===== src/rtl/seven_seg_scanner.sv =====
// Time-multiplexed 4-digit common-anode seven-segment scanner with double-buffered digits.
// Optional build macro LEADING_ZERO_BLANK_EN blanks leading zero digits 3..1.
module seven_seg_scanner #(
    parameter int unsigned REFRESH_DIV = 100000
) (
    input  logic        clk,
    input  logic        reset,
    input  logic        load,
    input  logic [15:0] digits,
    output logic [6:0]  segments,
    output logic [3:0]  an,
    output logic        frame_tick
);

    localparam int unsigned   CW       = (REFRESH_DIV > 2) ? $clog2(REFRESH_DIV) : 1;
    localparam logic [CW-1:0] CNT_LAST = CW'(REFRESH_DIV - 1);
    localparam logic [1:0]    IDX_LAST = 2'd3;

    logic [CW-1:0] cnt, cnt_nxt;
    logic [1:0]    idx, idx_nxt;
    logic [15:0]   shd, shd_nxt;
    logic [15:0]   dsp, dsp_nxt;
    logic [3:0]    cur;
    logic [6:0]    seg_nxt;
    logic [3:0]    an_nxt;
    logic          tc;
    logic          wrap;
`ifdef LEADING_ZERO_BLANK_EN
    logic [3:0]    lead_zero;
`endif

    function automatic logic [6:0] decode(input logic [3:0] v);
        logic [6:0] s;
        case (v)
            4'd0:    s = 7'b000_0001;
            4'd1:    s = 7'b100_1111;
            4'd2:    s = 7'b001_0010;
            4'd3:    s = 7'b000_0110;
            4'd4:    s = 7'b100_1100;
            4'd5:    s = 7'b010_0100;
            4'd6:    s = 7'b010_0000;
            4'd7:    s = 7'b000_1111;
            4'd8:    s = 7'b000_0000;
            4'd9:    s = 7'b000_0100;
            default: s = 7'b111_1110;
        endcase
        return s;
    endfunction

    always_comb begin
        tc      = (cnt == CNT_LAST);
        wrap    = tc && (idx == IDX_LAST);
        cnt_nxt = tc ? '0 : cnt + 1'b1;
        idx_nxt = tc ? idx + 2'd1 : idx;
        shd_nxt = load ? digits : shd;
        // shd_nxt already carries a same-edge load, giving the wrap-edge bypass
        dsp_nxt = wrap ? shd_nxt : dsp;
        cur     = dsp_nxt[{idx_nxt, 2'b00} +: 4];
        seg_nxt = decode(cur);
`ifdef LEADING_ZERO_BLANK_EN
        lead_zero[3] = (dsp_nxt[15:12] == 4'd0);
        lead_zero[2] = lead_zero[3] && (dsp_nxt[11:8] == 4'd0);
        lead_zero[1] = lead_zero[2] && (dsp_nxt[7:4] == 4'd0);
        lead_zero[0] = 1'b0;
        if (lead_zero[idx_nxt]) begin
            seg_nxt = '1;
        end
`endif
        an_nxt  = ~(4'b0001 << idx_nxt);
    end

    // Outputs are computed from the next-state scan position so an and segments move together
    always_ff @(posedge clk or posedge reset) begin
        if (reset) begin
            cnt        <= '0;
            idx        <= '0;
            shd        <= '0;
            dsp        <= '0;
            an         <= '1;
            segments   <= '1;
            frame_tick <= 1'b0;
        end else begin
            cnt        <= cnt_nxt;
            idx        <= idx_nxt;
            shd        <= shd_nxt;
            dsp        <= dsp_nxt;
            an         <= an_nxt;
            segments   <= seg_nxt;
            frame_tick <= wrap;
        end
    end

endmodule


===== config.mk =====
export PLATFORM = sky130hd
export DESIGN_NAME = seven_seg_scanner
export DESIGN_NICKNAME = d
export VERILOG_FILES = /design/src/rtl/seven_seg_scanner.sv
export SDC_FILE = /design/constraint.sdc
export NUM_CORES = 1
export LEC_CHECK = 0
export ABC_AREA = 1
export CAP_MARGIN = 0
export CORE_ASPECT_RATIO = 0.5
export CORE_MARGIN = 8
export CORE_UTILIZATION = 40
export CTS_CLUSTER_DIAMETER = 120
export DETAILED_ROUTE_END_ITERATION = 8
export RECOVER_POWER = 100
export SLEW_MARGIN = 5
export SYNTH_ARGS = -nofsm -noshare
export SYNTH_HDL_FRONTEND = slang
export SYNTH_SLANG_ARGS = --single-unit

===== constraint.sdc =====
create_clock -name clk -period 6.19 [get_ports clk]
set_clock_uncertainty 0.1 [all_clocks]
set_input_delay 1.5475 -clock clk [delete_from_list [all_inputs] [get_ports clk]]
set_output_delay 1.5475 -clock clk [all_outputs]
set_load 0.01 [all_outputs]

==> key figures <==
Synthesis
  – Yosys top cell area share: 0.4025
  – Top FF cell, synth: dfrtp_1
  – Synth area leaders: dfrtp_1, nand2_1, dfstp_2, inv_1, ha_1
  – Syn. warnings: 0
  – Mapped Nets: 415
  – Synth Register Bits: 63
  – Register area share after synthesis: 0.4919
  – Synth cell types: 32
  – Most numerous cell in the Yosys netlist: nand2_1
  – Syn avg cell area: 8.354 sq um
  – Mapped cell area: 3233 sq um
  – Number of synthesized flops with an enable pin: 0
  – Yosys top cell by area: dfrtp_1
  – Ys async rst share: 1.000
  – Post-synthesis cell count: 387
  – Post-synth top cells: nand2_1, inv_1, dfrtp_1

Timing
  – Worst-Margin Slew: 950.6 ps
  – Period utilisation layout: 0.6933
  – Worst relative slew slack: 0.3642
  – FMAX: 233.0 MHz
  – Final Max Tran Viols: 0
  – Setup TNS: 0 ps
  – Final setup viols: 0
  – Tmin final: 4292 ps
  – Hold Fails Final Rpt: 0
  – Post-route setup slack: 1898 ps
  – RSZ-0062 raised after global routing: false

Critical path
  – CP max-delay cell: dlygate4sd3_1
  – Cell repeated most along the worst path: nand2_1
  – Crit path kind: in -> reg
  – Startpoint Class: input port
  – CP Capture Type: flip-flop
  – Crit path DAT: 4440 ps
  – Largest stage delay, worst path: 1160 ps
  – Cell chain of the critical path: dlygate4sd3_1 -> mux2_2 -> nand2_1 -> nand2_1 -> nand2_1 -> nand2_1 -> nor2_1 -> inv_1 -> ha_1 -> nand3b_1 -> nand3_1 -> nand2_1
  – Maximum fanout along the worst path: 30
  – Worst path required time: 6340 ps

Layout
  – Antenna cells: 0
  – Layout cells sized above 1: 0.1375
  – Filler cells: 741
  – Sequential Area: 1590 sq um
  – Final Non-Filler Cells: 541
  – Final nets: 452
  – Area of the multi-input gates: 1294 sq um
  – Area Overhead vs Synth: 23.14%
  – Util after Layout: 0.5031

Route
  – WL/cell: 12.09 microns
  – Vias per inst: 4.421
  – Vias: 2,392
  – Antenna viol nets, final: 0
  – Drt pass-1 iters: 4
  – WL final: 6542 microns
  – DR iter-0 viols: 130
  – Drc violations: 0

Clocking
  – Clk slew on worst S/H paths: 50 ps
  – Postcts setup bufs: 0
  – CTS tree: built
  – Clk Tree Root Cell: clkbuf_16
  – Clock Latency Late Sink: 330 ps
  – # resized after CTS: 0
  – CTS Buffer Depth: 2
  – CTS Sinks: 63
  – H-tree depth: 3
  – CTS Buf Count: 9
  – Hold buffer count at cts: 0

Run status
  – Status: finished, final reports clean

Global routing
  – Largest net degree at the start of global routing: 64
  – Global-route wire length before repair: 11,420 microns
  – Total grt overflow: 0
  – Total track usage: 0.1279
  – Initial antenna violation count: 0
  – Vias in the first global route: 2,387

Placed design
  – Global placer's final weighted congestion: 0.7819
  – Post-placement cell count: 525
  – Port buffer count: 30
  – Post-DP HPWL: 4687 microns
  – Dpl ws: 1686 ps

Floorplanning
  – Die Footprint: 11,390 sq um
  – Starting Density: 0.4085
  – Core Box Area: 7914 sq um
  – Die width: 143.1 microns
  – Rows: 23
  – Die H: 79.57 microns
  – I/O pins: 31

Pwr
  – Peak supply drop: 0.1353 mV
  – PwrDens: 273.0 nW/um^2
  – Leakage power: 1.962 nW
  – Total power draw: 1.087 mW

Min path
  – Worst Hold Class: reg -> reg

Flow run
  – Max Cap Viol: 0
==> metal layers <==
| metal | vias to the layer above | global-route usage | part of all wire |
|---|---|---|---|
| met2 | 26 | 0.2039 | 0.47 |
| met1 | 1093 | 0.1578 | 0.48 |
| li1 | 1265 | - | - |
| met5 | - | 0 | 0 |
| met3 | 8 | 0.03759 | 0.037 |
| met4 | 0 | 0.06099 | 0.015 |
==> worst max-delay path, delay by kind of cell <==
| kind | cells | cell delay [ps] |
|---|---|---|
| and+or+nand+nor | 8 | 940 |
| buffers and inverters | 2 | 1310 |
| muxes | 1 | 430 |
| adders and majority gates | 1 | 210 |
==> stage by stage <==
| step | cell area (sq um) | hold slack, ps |
|---|---|---|
| after global routing | 3981 | 398.8 |
| after global placement | 3647 | 360.3 |
| after floorplan | 3233 | 332.4 |
| after detailed placement | 3647 | 363.6 |
| final | 3981 | 373.3 |
| after CTS | 4019 | 368.6 |
==> sequential cells by signal (all words and copies together) (netlist names) <==
signal,cells
an,4
idx,2
segments,7
shd,16
frame_tick,1
dsp,16
cnt,17
==> cells in the final DEF (no fill, tap or decap), types with 6 or more instances in the layout <==
cell type | Yosys | final
nand2_1 | 100 | 105
inv_1 | 67 | 66
dfrtp_1 | 52 | 52
o21ai_0 | 18 | 29
nor2_1 | 27 | 29
nand3_1 | 20 | 21
clkdlybuf4s50_1 | 0 | 16
dlygate4sd3_1 | 0 | 14
dfstp_2 | 11 | 11
nor2_2 | 10 | 9
ha_1 | 9 | 9
clkbuf_16 | 0 | 9
nand4_1 | 7 | 7
inv_2 | 6 | 6
==> power by group <==
part | leakage, nW | total [mW] | switching [mW] | internal, mW
sequential | 0.715 | 0.424 | 0.00185 | 0.422
combinational | 1.07 | 0.0366 | 0.0212 | 0.0153
clock | 0.180 | 0.627 | 0.181 | 0.446
total | 1.96 | 1.09 | 0.204 | 0.883
==> kinds of logic (layout without fill, tap and decap cells) <==
| group | count (synthesis) | in the layout | synth area share |
|---|---|---|---|
| and+or+nand+nor | 193 | 193 | 0.2964 |
| buffers and inverters | 79 | 121 | 0.09636 |
| DFF | 63 | 63 | 0.4919 |
| AOI/OAI and AO/OA | 36 | 36 | 0.05999 |
| adders and majority gates | 9 | 9 | 0.03483 |
| xor gates and xnor gates | 5 | 5 | 0.01354 |
| muxes | 2 | 2 | 0.006965 |
==> layout make-up <==
cell class / count / share of cell area
Sequential cell: 63 / 0.3994
Multi-Input combinational cell: 245 / 0.3250
Timing Repair Buffer: 31 / 0.07731
Inverter: 74 / 0.06977
Clock buffer: 11 / 0.06097
Tap cell: 112 / 0.03520
Clock inverter: 5 / 0.03237
==> worst paths after layout <==
check / startpoint / end / slack (ps) / cells past startpoint
worst min-delay path: cnt[0] / cnt[0] / 370 / 1
worst max-delay path: load / segments[3] / 1900 / 12
min in group asynchronous: reset / cnt[12] / 1790 / 3
worst min register to register: cnt[0] / cnt[0] / 370 / 1
worst max register to register: cnt[0] / segments[3] / 3120 / 16
max in group asynchronous: reset / dsp[11] / 3690 / 3
(Power assumes the default switching activity.)
